### src/rtl/palette_ram.sv
// Banked colour palette: self-initialising 1W/1R lookup memory with
// double-buffered display bank switched on frame boundaries.
module palette_ram #(
  parameter int                   IDX_W      = 4,
  parameter int                   COLOR_W    = 16,
  parameter int                   BANK_W     = 1,
  parameter logic [COLOR_W-1:0]   INIT_COLOR = '0
) (
  input  logic               clk,
  input  logic               rst,
  input  logic               rd_valid,
  input  logic [IDX_W-1:0]   rd_idx,
  output logic               rd_ready,
  output logic               out_valid,
  output logic [COLOR_W-1:0] out_color,
  input  logic               wr_valid,
  input  logic [BANK_W-1:0]  wr_bank,
  input  logic [IDX_W-1:0]   wr_idx,
  input  logic [COLOR_W-1:0] wr_color,
  output logic               wr_ready,
  input  logic [BANK_W-1:0]  bank_req,
  input  logic               frame_start,
  output logic [BANK_W-1:0]  active_bank,
  output logic               init_busy
);

  localparam int AW = BANK_W + IDX_W;
  localparam int N  = 1 << AW;

  typedef enum logic {
    S_INIT,
    S_RUN
  } state_t;

  state_t              r_state;
  state_t              w_state_nxt;
  logic [AW-1:0]       r_init_cnt;
  logic [COLOR_W-1:0]  r_mem [0:N-1];
  logic                r_out_valid;
  logic [COLOR_W-1:0]  r_out_color;
  logic [BANK_W-1:0]   r_active_bank;

  logic                w_init_busy;
  logic                w_rd_ready;
  logic                w_wr_ready;
  logic                w_mem_we;
  logic [AW-1:0]       w_mem_addr;
  logic [COLOR_W-1:0]  w_mem_wdata;
  logic                w_rd_fire;
  logic [AW-1:0]       w_rd_addr;

  always_ff @(posedge clk) begin
    if (rst) begin
      r_state    <= S_INIT;
      r_init_cnt <= '0;
    end else begin
      r_state <= w_state_nxt;
      if (r_state == S_INIT) begin
        r_init_cnt <= r_init_cnt + 1'b1;
      end
    end
  end

  // The single write port is shared: sweep fill in INIT, host writes in RUN.
  always_comb begin
    w_state_nxt = r_state;
    w_init_busy = 1'b1;
    w_rd_ready  = 1'b0;
    w_wr_ready  = 1'b0;
    w_mem_we    = 1'b0;
    w_mem_addr  = r_init_cnt;
    w_mem_wdata = INIT_COLOR;
    unique case (r_state)
      S_INIT: begin
        w_mem_we = 1'b1;
        if (r_init_cnt == {AW{1'b1}}) begin
          w_state_nxt = S_RUN;
        end
      end
      S_RUN: begin
        w_init_busy = 1'b0;
        w_rd_ready  = 1'b1;
        w_wr_ready  = 1'b1;
        w_mem_we    = wr_valid;
        w_mem_addr  = {wr_bank, wr_idx};
        w_mem_wdata = wr_color;
      end
    endcase
  end

  assign w_rd_fire = rd_valid & w_rd_ready;
  assign w_rd_addr = {r_active_bank, rd_idx};

  always_ff @(posedge clk) begin
    if (!rst && w_mem_we) begin
      r_mem[w_mem_addr] <= w_mem_wdata;
    end
  end

  // Non-blocking read of r_mem yields read-first on same-address collisions.
  always_ff @(posedge clk) begin
    if (rst) begin
      r_out_valid   <= 1'b0;
      r_out_color   <= '0;
      r_active_bank <= '0;
    end else begin
      r_out_valid <= w_rd_fire;
      if (w_rd_fire) begin
        r_out_color <= r_mem[w_rd_addr];
      end
      if (frame_start && r_state == S_RUN) begin
        r_active_bank <= bank_req;
      end
    end
  end

  assign rd_ready    = w_rd_ready;
  assign wr_ready    = w_wr_ready;
  assign init_busy   = w_init_busy;
  assign out_valid   = r_out_valid;
  assign out_color   = r_out_color;
  assign active_bank = r_active_bank;

endmodule
### config.mk
export PLATFORM = sky130hd
export DESIGN_NAME = palette_ram
export DESIGN_NICKNAME = d
export VERILOG_FILES = /design/src/rtl/palette_ram.sv
export SDC_FILE = /design/constraint.sdc
export NUM_CORES = 1
export LEC_CHECK = 0
export ABC_AREA = 1
export BUFFER_PORTS_ARGS = -buffer_cell sky130_fd_sc_hd__buf_2
export CAP_MARGIN = 20
export CELL_PAD_IN_SITES_DETAIL_PLACEMENT = 0
export CELL_PAD_IN_SITES_GLOBAL_PLACEMENT = 1
export CORE_MARGIN = 1
export CORE_UTILIZATION = 29
export DETAILED_ROUTE_END_ITERATION = 6
export PLACE_DENSITY = 0.56
export SKIP_CTS_REPAIR_TIMING = 1
export SLEW_MARGIN = 5
export SYNTH_ARGS = -nofsm -noshare
export SYNTH_HDL_FRONTEND = slang
export SYNTH_SLANG_ARGS = --single-unit
### constraint.sdc
create_clock -name clk -period 6.7 [get_ports clk]
set_clock_uncertainty 0.05 [all_clocks]
set_input_delay 0 -clock clk [delete_from_list [all_inputs] [get_ports clk]]
set_output_delay 0 -clock clk [all_outputs]
set_load 0.02 [all_outputs]
; ---- Word-level counts from Yosys, hierarchy flattened
; Memory sizes are Yosys's and may differ from the RTL's. A register that Yosys moved wholly into a read port is not among the register bits.
; Cells that the tools add are included.
[totals]
regBits = 8
ramBits = 512
inputBits = 31
output_inout_bits = 21
elab_cells = 21
memories = 1
[op_classes]
addsub = 1
n_eq_ne = 1
muxes = 9
n_bitwise = 2
reduce_logical = 3
[memory_table]
columns = name, depth, width, read_ports, rd_clocked_by_memory_dff, write_ports, line_no
row1 = r_mem, 32, 16, 1, 1, 1, 38  ; logic [COLOR_W-1:0] r_mem [0:N-1];
[ops]
columns = op, n
row1 = 2-to-1 mux 16 bit, 1
row2 = 2-to-1 mux 1 bit, 6
row3 = "adder 5 x 1 -> 5 bit, second input constant", 1
row4 = "== test 5 bit, second input constant", 1
row5 = 2-to-1 mux 5 bit, 1
row6 = logical AND 1 bit, 2
row7 = one-hot mux 1 bit (2 select lines), 1
row8 = AND 1 bit, 1
row9 = logical NOT 1 bit, 1
row10 = NOT 1 bit, 1

; ---- Depth between registers and ports, before layout
[logic_depth]
depth_word = 5
ltp_mapped = 12

; ---- Worst setup path after synthesis
; Ideal clock, no wire load.
[synth_timing]
kind = flip-flop to flip-flop
from = register r_state
to = memory r_mem[10][0] (enable)
arrival_ns = 2.029
required_ns = 6.262
slack_ns = 4.233
stages_incl_launch_ff = 8
n_path_buf = 0
path_cell_list = dfxtp_1 > inv_2 > or2_2 > o21ai_2 > inv_1 > nor2_1 > nand2_1 > nor2_1
[synth_via]
elab_chain_len = 5
[synth_lines]
columns = item, line_no
row1 = from (decl), 35  ; state_t r_state;
row2 = from (signal assigned), 57  ; r_state <= w_state_nxt;
row3 = NOT 1 bit, --
row4 = one-hot mux 1 bit (2 select lines), 73  ; unique case (r_state)
row5 = logical AND 1 bit, 95  ; if (!rst && w_mem_we) begin
row6 = 2-to-1 mux 1 bit, 95
row7 = 2-to-1 mux 1 bit (implied by the code), 96  ; r_mem[w_mem_addr] <= w_mem_wdata;
row8 = to (decl), 38
; Several ways; a longest one is shown, not always the timed one.

==> results.md <==
* Status: finished, violations left
* Failing checks: hold timing
* Max IR drop VDD at 0.221 mV
* P_int at 5.56 mW
* DP HPWL at 34.5 mm
* Crit path kind: reg -> reg
* Met3 Use GR at 2.35%
* Startpoint Class: register
* Adder-Cell Fraction of Synth Area at less than 1%
* FF-to-FF setup slack at ~3600 ps
* Clock Latency Late Sink at 620 ps
* Global placer's final weighted congestion at 0.766
* Worst EP required at 7210 ps
* TritonCTS clock tree: done
* GRT Util Overall at 16.2%
* Post-Route WL at 63.0 mm
* Yosys warns at 0
* Max_cap viols at 0
* Crit path max fanout at 18
* CTS sink cnt at 536
* DR WL/cell at between 20 and 25 µm
* Synth Area in Compound Gates at 1.35%
* Core box area at about 0.075 mm²
* Total chip power at 7.14 mW
* TritonRoute pass-1 iters at 5
* Io pins at 52
* Post-synthesis sequential area ratio at 72.3%
* Worst setup EP type: register
* CP arrival at approximately 3600 ps
* Switching share of total power at 22.0%
* Final hold violation count at 21
* Synth Instances at 1890
* Unrepaired setup endpoints after global routing: false
* GRT overflow at 0
* Leak at 9.13 nW
* Net count, final at 1977
* PD cells at 285 mW/mm²
* Filler instances at approximately 7400
* GR Util met2 at roughly 25%
* Initial core utilization at 29.4%
* Port Buffers at ~50
* Worst-case clock buffer depth at 3
* Initial DRC Count at around 1200
* Largest net degree at the start of global routing at roughly 180
* Reg power frac at approximately 51%
* Final min period at 3130 ps
* Die H at 277 µm
* Worst-margin pin slew at 1040 ps
* Largest family of logic cells by synthesized area: simple AND/OR/NAND/NOR gates
* Mux cell area share after synthesis at 0%
* Num rows at 100
* Hold_ws at -15.5 ps
* Area grow syn2layout at 14.1%
* Syn_nets at 1923
* Netlist area before placement at 0.0219 mm²
* Final worst-path cycle share at 46.7%
* Vias in the first global route at 13400
* Chip width at approximately 280 µm
* Busiest grt layer: met2
* Via/cell ratio at 4.80
* Via count at 14200
* Clock Power Share at about 44%
* Placed cell areas at between 0.02 and 0.025 mm²
* CTS buffer count at 58
* Share of layout cells above drive strength 1 at 10.6%
* Full die area at 0.0767 mm²
* Switch Pwr at around 1.6 mW
* Syn_area_per_cell at around 12 µm²
* Setup TNS at 0 ps
* Max Fclk at 320 MHz
* Setup violators final at 0
* M1 GR Usage at 23.6%
* Cell area after layout at 0.0250 mm²
* Initial antenna violation count at 4
* Flops & latches, synth at 536
* First-pass GRT wire length at 92.1 mm
* Final ANT Viol Nets at 0
* Post-synthesis xor/xnor area fraction at 0%
* Worst-path clk slew at 60 ps
* Post-Synth Simple-Gate Area at roughly 22%
* Combinational power share at 5.1%
* DRC viols at 0
* Root buffer selected by CTS: clkbuf_16
* Synth unique cells at 25
* HP Class: in -> reg
* Final Util at 33.5%
* Max Slew Vio Count at 0
* Slew HR at a little under a third
* H-tree Lvls at 2
==> worst paths after layout <==
| check | start | endpoint | cells past startpoint |
|---|---|---|---|
| min reg2reg | r_init_cnt[3] | r_init_cnt[3] | 2 |
| min | wr_color[9] | r_mem[20][9] | 4 |
| max reg2reg | active_bank | active_bank | 3 |
| max | active_bank | active_bank | 3 |
==> critical path, cell delays in order (launching register included) <==
cell           delay [ps]
dfxtp_1              1000
clkinv_1             1080
a21oi_1               370
dlygate4sd3_1         570
==> cell usage after synthesis, drive strengths merged <==
cell,count,area [µm²]
dfxtp,24,480
nor2,44,165
o21a,1,7.51
o21ai,24,124
clkbuf,14,52.6
inv,33,129
clkinv,1,3.75
nand2,685,2570
or2,2,12.5
ha,2,25.0
nand3,420,2100
a21oi,21,165
nor3,3,15.0
buf,103,697
edfxtp,512,15400
nand4,1,6.26
==> kinds of logic after synthesis <==
kind of cell,Yosys count
AOI/OAI and AO/OA,46
adders and majority gates,2
buffers and inverters,151
DFF,536
and+or+nand+nor,1155
==> registers in the layout, summed over array words and instances, names as in the netlist <==
| signal | flops |
|---|---|
| active_bank | 1 |
| out_color | 16 |
| out_valid | 1 |
| r_init_cnt | 5 |
| r_mem | 512 |
| r_state | 1 |
==> layout make-up <==
type | count | area, µm² | share of cell area [%]
Antenna cell | 2 | 5.00 | 0.0200
Clock buffer | 88 | 1640 | 6.53
Clock inverter | 21 | 206 | 0.825
Inverter | 34 | 138 | 0.550
Multi-Input combinational cell | 1203 | 5210 | 20.8
Sequential cell | 536 | 15900 | 63.3
Tap cell | 969 | 1210 | 4.84
Timing Repair Buffer | 111 | 767 | 3.06
==> per-stage QoR <==
step                hold WS [ps]  std cells  worst slack (ps)
finish                     -15.5       2964              3570
global route                6.79       2962              3410
CTS                         -458       2954              3560
detailed placement           196       2845              3570
global placement             203       2845              3580
floorplan                   19.1       1890              4230
==> power by group through the flow <==
| stage | clock [mW] | combinational [mW] | sequential [mW] |
|---|---|---|---|
| 6_report | 3.13 | 0.365 | 3.64 |
| 3_3_place_gp | 0 | 0.368 | 3.71 |
| 2_1_floorplan | 0 | 0.251 | 3.71 |
| 5_1_grt | 3.31 | 0.408 | 3.64 |
| 3_5_place_dp | 0 | 0.369 | 3.71 |
| 4_1_cts | 3.19 | 0.370 | 3.64 |
==> routing by layer <==
layer	routed length (µm)	share of wire [%]	vias up
met5	13	0.021	-
met3	3590	5.7	82
met2	28600	45	365
met1	29400	47	7075
met4	1410	2.2	2
li1	-	-	6695
==> cells in the final DEF, fill, tap and decap left out, types with 2 or more instances in the layout <==
master / instances
nand2_1: 685
buf_4: 52
dfxtp_1: 24
clkbuf_1: 24
clkinv_2: 7
a21oi_2: 16
inv_1: 28
ha_1: 2
edfxtp_1: 512
nor2_2: 8
a21oi_1: 5
o21ai_0: 23
nor2_1: 36
nor3_1: 3
diode_2: 2
buf_2: 49
inv_2: 2
dlygate4sd3_1: 7
clkbuf_8: 6
nand3_1: 420
bufinv_16: 4
clkbuf_16: 59
clkinv_1: 9
Power figures use the tool's default switching activity.
